File: config.mk
export PLATFORM = sky130hd
export DESIGN_NAME = aes_key_sched_ctrl
export DESIGN_NICKNAME = d
export VERILOG_FILES = /design/src/rtl/aes_pkg.sv /design/src/rtl/key_expand_round.sv /design/src/rtl/aes_key_sched_ctrl.sv
export SDC_FILE = /design/constraint.sdc
export NUM_CORES = 2
export LEC_CHECK = 0
export BUFFER_PORTS_ARGS = -buffer_cell sky130_fd_sc_hd__buf_2
export CAP_MARGIN = 30
export CORE_ASPECT_RATIO = 0.5
export CORE_MARGIN = 10
export CORE_UTILIZATION = 45
export CTS_CLUSTER_DIAMETER = 150
export DETAILED_ROUTE_END_ITERATION = 16
export GPL_ROUTABILITY_DRIVEN = 0
export PLACE_DENSITY_LB_ADDON = 0.1
export SLEW_MARGIN = 20
export SYNTH_ARGS = -nofsm -noshare
export SYNTH_HDL_FRONTEND = slang
export SYNTH_HIERARCHICAL = 1
export SYNTH_SLANG_ARGS = --single-unit
File: constraint.sdc
create_clock -name clk -period 47.7 [get_ports clk]
set_input_delay 4.77 -clock clk [delete_from_list [all_inputs] [get_ports clk]]
set_output_delay 4.77 -clock clk [all_outputs]
set_load 0.01 [all_outputs]
File: src/rtl/aes_pkg.sv
// aes_pkg: shared AES-128 constants (S-box, Rcon, sizes) and key-schedule FSM state.
package aes_pkg;
   localparam int AES_KEY_W  = 128;
   localparam int AES_NUM_RK = 11;
   typedef enum logic [1:0] {IDLE, EXPAND, DONE} ks_state_e;
   localparam logic [0:9][7:0] RCON = 80'h01020408102040801b36;
   localparam logic [0:255][7:0] SBOX = {
      128'h637c777bf26b6fc53001672bfed7ab76,
      128'hca82c97dfa5947f0add4a2af9ca472c0,
      128'hb7fd9326363ff7cc34a5e5f171d83115,
      128'h04c723c31896059a071280e2eb27b275,
      128'h09832c1a1b6e5aa0523bd6b329e32f84,
      128'h53d100ed20fcb15b6acbbe394a4c58cf,
      128'hd0efaafb434d338545f9027f503c9fa8,
      128'h51a3408f929d38f5bcb6da2110fff3d2,
      128'hcd0c13ec5f974417c4a77e3d645d1973,
      128'h60814fdc222a908846eeb814de5e0bdb,
      128'he0323a0a4906245cc2d3ac629195e479,
      128'he7c8376d8dd54ea96c56f4ea657aae08,
      128'hba78252e1ca6b4c6e8dd741f4bbd8b8a,
      128'h703eb5664803f60e613557b986c11d9e,
      128'he1f8981169d98e949b1e87e9ce5528df,
      128'h8ca1890dbfe6426841992d0fb054bb16
   };
endpackage

File: src/rtl/key_expand_round.sv
// key_expand_round: one combinational AES-128 key-expansion step, rk[round-1] -> rk[round].
module key_expand_round
   import aes_pkg::*;
(
   input  logic [AES_KEY_W-1:0] prev_key,
   input  logic [3:0]           round,
   output logic [AES_KEY_W-1:0] next_key
);
   logic [31:0] rot, sub, w0, w1, w2, w3;
   logic [7:0]  rc;
   assign rot = {prev_key[23:0], prev_key[31:24]};
   for (genvar i = 0; i < 4; i++) begin : g_sub
      assign sub[8*i +: 8] = SBOX[rot[8*i +: 8]];
   end
   assign rc = (round == 4'd0 || round > 4'd10) ? 8'h00 : RCON[round - 4'd1];
   assign w0 = prev_key[127:96] ^ sub ^ {rc, 24'h0};
   assign w1 = prev_key[95:64] ^ w0;
   assign w2 = prev_key[63:32] ^ w1;
   assign w3 = prev_key[31:0] ^ w2;
   assign next_key = {w0, w1, w2, w3};
endmodule

File: src/rtl/aes_key_sched_ctrl.sv
// aes_key_sched_ctrl: iterative AES-128 key schedule filling an 11-entry round-key store.
// Define KEY_SCHED_ZEROIZE_EN to add a single-cycle zeroize input.
module aes_key_sched_ctrl
   import aes_pkg::*;
#(
   parameter int NUM_RK = AES_NUM_RK
)(
   input  logic                 clk,
   input  logic                 rst,
`ifdef KEY_SCHED_ZEROIZE_EN
   input  logic                 zeroize,
`endif
   input  logic                 start,
   input  logic [AES_KEY_W-1:0] key_in,
   output logic                 busy,
   output logic                 keys_ready,
   input  logic                 rd_en,
   input  logic [3:0]           rd_idx,
   output logic [AES_KEY_W-1:0] rd_key,
   output logic                 rd_valid
);
   localparam logic [3:0] LAST = 4'(NUM_RK - 1);
   ks_state_e state_q, state_d;
   logic [3:0] round_q, round_d;
   logic [AES_KEY_W-1:0] rk_q [NUM_RK];
   logic [AES_KEY_W-1:0] rd_key_q, prev_key, next_key;
   logic rd_valid_q, ld, wr, clr;
`ifdef KEY_SCHED_ZEROIZE_EN
   assign clr = rst | zeroize;
`else
   assign clr = rst;
`endif
   assign prev_key = (round_q == 4'd0 || round_q > LAST) ? '0 : rk_q[round_q - 4'd1];
   key_expand_round u_round (
      .prev_key(prev_key),
      .round   (round_q),
      .next_key(next_key)
   );
   always_comb begin
      state_d = state_q;
      round_d = round_q;
      ld = 1'b0;
      wr = 1'b0;
      case (state_q)
         EXPAND: begin
            wr = 1'b1;
            round_d = (round_q == LAST) ? round_q : round_q + 4'd1;
            state_d = (round_q == LAST) ? DONE : EXPAND;
         end
         default: begin
            ld = start;
            round_d = start ? 4'd1 : round_q;
            state_d = start ? EXPAND : state_q;
         end
      endcase
   end
   // A read racing a write to the same entry sees the pre-edge contents.
   always_ff @(posedge clk) begin
      if (clr) begin
         state_q <= IDLE;
         round_q <= '0;
         rd_key_q <= '0;
         for (int k = 0; k < NUM_RK; k++) rk_q[k] <= '0;
      end else begin
         state_q <= state_d;
         round_q <= round_d;
         if (ld) rk_q[0] <= key_in;
         if (wr) rk_q[round_q] <= next_key;
         if (rd_en) rd_key_q <= (rd_idx <= LAST) ? rk_q[rd_idx] : '0;
      end
      rd_valid_q <= rst ? 1'b0 : rd_en;
   end
   assign busy = state_q == EXPAND;
   assign keys_ready = state_q == DONE;
   assign rd_key = rd_key_q;
   assign rd_valid = rd_valid_q;
endmodule
==> results.md <==
Timing:
- Setup violations remaining at the end of the flow were counted as 0.
- The worst slew margin relative to its limit is 10.84%.
- The transition at the pin with the smallest max-transition slack is 1328 ps.
- The number of max-slew violations in the final report is 0.
- The top achievable clock speed is 0.09955 GHz.
- The worst hold-check slack is 473.6 ps.
- The final-report hold violation count is 0.
- Summed over all failing endpoints, the final setup total negative slack is 0 ps.
- The clock tree skew after final layout is 88.81 ps.
- The final period demand of the worst path is 10050 ps.
- The ratio of final minimum period to clock period is 21.06%.
- Setup repair after global routing left no endpoint under its margin.

Synthesis:
- In the synthesized netlist the dominant register cell turns out to be sky130_fd_sc_hd__edfxtp_1.
- The cell type with the highest aggregate area in the netlist is sky130_fd_sc_hd__edfxtp_1.
- The synthesized design contains 1920 enable-type register cells.
- The most frequently used cell type in the post-synthesis netlist is sky130_fd_sc_hd__edfxtp_1.
- The cell area that synthesis handed to floorplanning was 117200 um2.
- After synthesis the netlist holds a flip-flop and latch count of 2183.
- In the synthesized netlist the async set-or-reset flop fraction comes to 0%.
- A synthesized cell averages 12.96 um2.
- Sequential elements use 53.66% of the synthesized area.
- The number of distinct library cells after synthesis is 101.
- The commonest cells after synthesis are 1920 x sky130_fd_sc_hd__edfxtp_1, 1569 x sky130_fd_sc_hd__nor2_1, 804 x sky130_fd_sc_hd__mux4_2.
- Ranked by total cell area, the synthesized netlist is headed by sky130_fd_sc_hd__edfxtp_1 49%, sky130_fd_sc_hd__mux4_2 15%, sky130_fd_sc_hd__nor2_1 5.0%.
- The synthesized instance count is 9050.
- The yosys synthesis warning count is 6.
- The number of nets in the synthesized netlist is 9250.
- The portion of synthesized cell area occupied by the leading cell type is 49.17%.

Drt:
- The first detailed-routing pass ran for 14 iterations.
- The number of nets with antenna violations after routing is 0.
- The via count normalized by instance count is 6.916.
- After detailed routing, the number of remaining DRC violations is 0.
- Wires add up to 470400 um.
- The total via count after detailed routing is 86800.
- The detailed router finished its first iteration with 14220 violations.
- Dividing the detail-routed wire length by the instance count gives 37.48 um.

Die:
- The area of the die is 282600 um2.
- The starting density of the core is 45.25%.
- The core box area is 259100 um2.
- The die height is 380.9 um.
- For this design the top-level I/O count stands at 267.
- Measured along the x axis, the die boundary spans 741.9 um.
- The site row count is 132.

Global route:
- The final global-route overflow total is 0.
- The initial antenna violation count is 11.
- The layer flagged by global routing as most heavily used is met2.
- The global routing usage on met3 is 11.72%.
- The global-route usage over all layers is 32.12%.
- The met1 usage in global routing is 44.73%.
- The number of global-route vias before repair is 82380.
- The global-route met2 utilization is 45.48%.
- The first-pass GRT wire length is 654000 um.
- Entering global routing, the biggest net connects 111 pins.

Setup path:
- Measured in cells, the most critical reg-to-reg path has a length of 19.
- The critical setup path kind is flop to flop.
- The nature of the critical path endpoint is a flop.
- The critical path goes through inv_1, ha_4, buf_4, buf_4, mux4_2, mux2i_1, o22ai_4, buf_4, clkinv_1, ha_1, nand2b_1, a21oi_1, a2111oi_0, a2111oi_0, a311o_1, xor2_1, xor2_1, a22oi_1, inv_1.
- At the worst endpoint, the arrival time is 10650 ps.
- The maximum cell stage delay along the critical path is 1050 ps.
- The beginning of the worst register-to-register path is round_q[0].
- At the worst endpoint, the required time is 48310 ps.
- The type of element launching the critical path is a flop.
- Of all nets on the critical path, the largest fanout is 44.
- The largest individual stage delay along the critical path comes from the cell sky130_fd_sc_hd__ha_1.
- The most repeated library cell on the critical path is sky130_fd_sc_hd__buf_4.
- In this run the worst setup path begins at round_q[0].

Clocking:
- After clock tree synthesis, the setup repair step added 0 buffers.
- The clock tree from TritonCTS is built.
- The tree is rooted in a sky130_fd_sc_hd__clkbuf_16.
- The number of instances resized during post-cts repair is 0.
- TritonCTS created 210 clock buffers.
- The maximum buffer depth of the clock tree is 4.
- The count of H-tree levels built during CTS is 4.
- The worst-skew pair later-pin latency is 930 ps.
- After clock tree synthesis, the clock-pin slew on the worst setup and hold paths is 70 ps.
- The total clock sinks is 2183.
- Hold repair after CTS inserted 0 buffers.

Layout:
- The total number of nets in the final design is 9085.
- The final instance count without filler cells is 12550.
- The filler cell count is 22530.
- Compared with the post-synthesis result, the final layout area differs by 9.512%.
- In the final layout, the share of cells above drive strength 1 is 23.03%.
- After routing the design area is 128400 um2.

Power and ir drop:
- The leakage power figure is 44.42 nW.
- Power spread over the standard cell area amounts to 42.87 nW/um2.
- The maximum vdd ir drop is 0.00003146 V.

Hold path:
- The worst hold path was traced through 2 stages.
- The type of the worst min-delay path is flop to flop.
- The worst hold path begins at rd_key[125].

Placement:
- Once placement finished, the instance area stood at 121500 um2.
- During placement, the flow inserted port buffers numbering 266.
- The detailed-placement wirelength estimate is 276200 um.
- The post-placement cell count is 12130.

Flow run:
- The tool flagged a number of max-cap violations equal to 0.

Status:
- The run finished with clean final reports.
[power by group]
group	internal, mW	switching (mW)	total [mW]
sequential	2.18	0.0379	2.21
clock	0.900	0.773	1.67
combinational	0.516	1.10	1.62
[cell families (layout without fill, tap and decap cells)]
group	Yosys count	count (layout)	synth area share [%]
AOI/OAI and AO/OA	1622	1622	9.790
other	0	9	0
adders and majority gates	64	64	0.6830
and+or+nand+nor	2527	2527	9.597
xor gates and xnor gates	225	225	2.005
buffers and inverters	1171	1178	4.758
DFF	2183	2183	53.66
muxes	1258	1258	19.50
[metal layers]
| metal | share of wire, % | vias to the layer above |
|---|---|---|
| met2 | 42 | 6526 |
| met5 | 0.060 | - |
| li1 | - | 34530 |
| met4 | 4.8 | 24 |
| met3 | 14 | 1095 |
| met1 | 39 | 44620 |
[state kept, by name (all words and copies together), names as in the netlist]
register,cells
round_q,4
rk_q,2048
rd_valid,1
state_q,2
rd_key,128
[final timing paths]
kind / end / slack [ps]
max: rk_q[12][95] / 37650
min: rd_key[125] / 470
max reg2reg: rk_q[12][95] / 37650
min reg2reg: rd_key[125] / 470
[final cells by class]
| type | count | area, um2 | share of cell area, % |
|---|---|---|---|
| Tap cell | 3484 | 4359 | 3.395 |
| Antenna cell | 9 | 22.52 | 0.01754 |
| Clock buffer | 289 | 5796 | 4.514 |
| Multi-Input combinational cell | 5696 | 49440 | 38.51 |
| Clock inverter | 95 | 754.5 | 0.5876 |
| Inverter | 188 | 713.2 | 0.5554 |
| Timing Repair Buffer | 606 | 4389 | 3.418 |
| Sequential cell | 2183 | 62920 | 49.01 |
[metrics by stage]
stage | setup WS, ps | total power [mW] | utilization (%)
CTS | 37860 | 5.421 | 49.42
global route | 37190 | 5.627 | 49.54
finish | 37650 | 5.505 | 49.55
detailed placement | 37920 | 3.772 | 46.89
global placement | 37930 | 3.762 | 46.75
floorplan | 29310 | 3.143 | -
[worst max-delay path, delay by kind of cell, from the launching register on]
family                     cells  cell delay (ps)
buffers and inverters          6             2850
AOI/OAI and AO/OA              6             2190
adders and majority gates      2             1720
xor gates and xnor gates       2              990
DFF                            1              800
and+or+nand+nor                1              490
muxes                          2              470
[cells in the final DEF, fill, tap and decap left out, types with 32 or more instances in the layout]
cell / n
sky130_fd_sc_hd__nand3_1: 97
sky130_fd_sc_hd__a22oi_1: 136
sky130_fd_sc_hd__inv_1: 170
sky130_fd_sc_hd__o211ai_1: 51
sky130_fd_sc_hd__a311oi_1: 41
sky130_fd_sc_hd__nand2_1: 296
sky130_fd_sc_hd__edfxtp_1: 1920
sky130_fd_sc_hd__mux4_2: 804
sky130_fd_sc_hd__a211oi_1: 185
sky130_fd_sc_hd__clkbuf_1: 58
sky130_fd_sc_hd__clkbuf_16: 213
sky130_fd_sc_hd__nand2b_1: 108
sky130_fd_sc_hd__o21ai_0: 138
sky130_fd_sc_hd__nor2b_1: 91
sky130_fd_sc_hd__mux2_2: 146
sky130_fd_sc_hd__buf_4: 297
sky130_fd_sc_hd__dfxtp_1: 262
sky130_fd_sc_hd__ha_1: 63
sky130_fd_sc_hd__clkinv_2: 46
sky130_fd_sc_hd__a21oi_1: 297
sky130_fd_sc_hd__xnor2_1: 125
sky130_fd_sc_hd__mux2i_1: 302
sky130_fd_sc_hd__nor3_2: 83
sky130_fd_sc_hd__nor3_1: 115
sky130_fd_sc_hd__o311a_1: 140
sky130_fd_sc_hd__xor2_1: 59
sky130_fd_sc_hd__nor2_1: 1568
sky130_fd_sc_hd__buf_2: 261
sky130_fd_sc_hd__a31oi_1: 49
sky130_fd_sc_hd__clkinv_1: 32
sky130_fd_sc_hd__o22ai_1: 244
(Power assumes the default switching activity.)
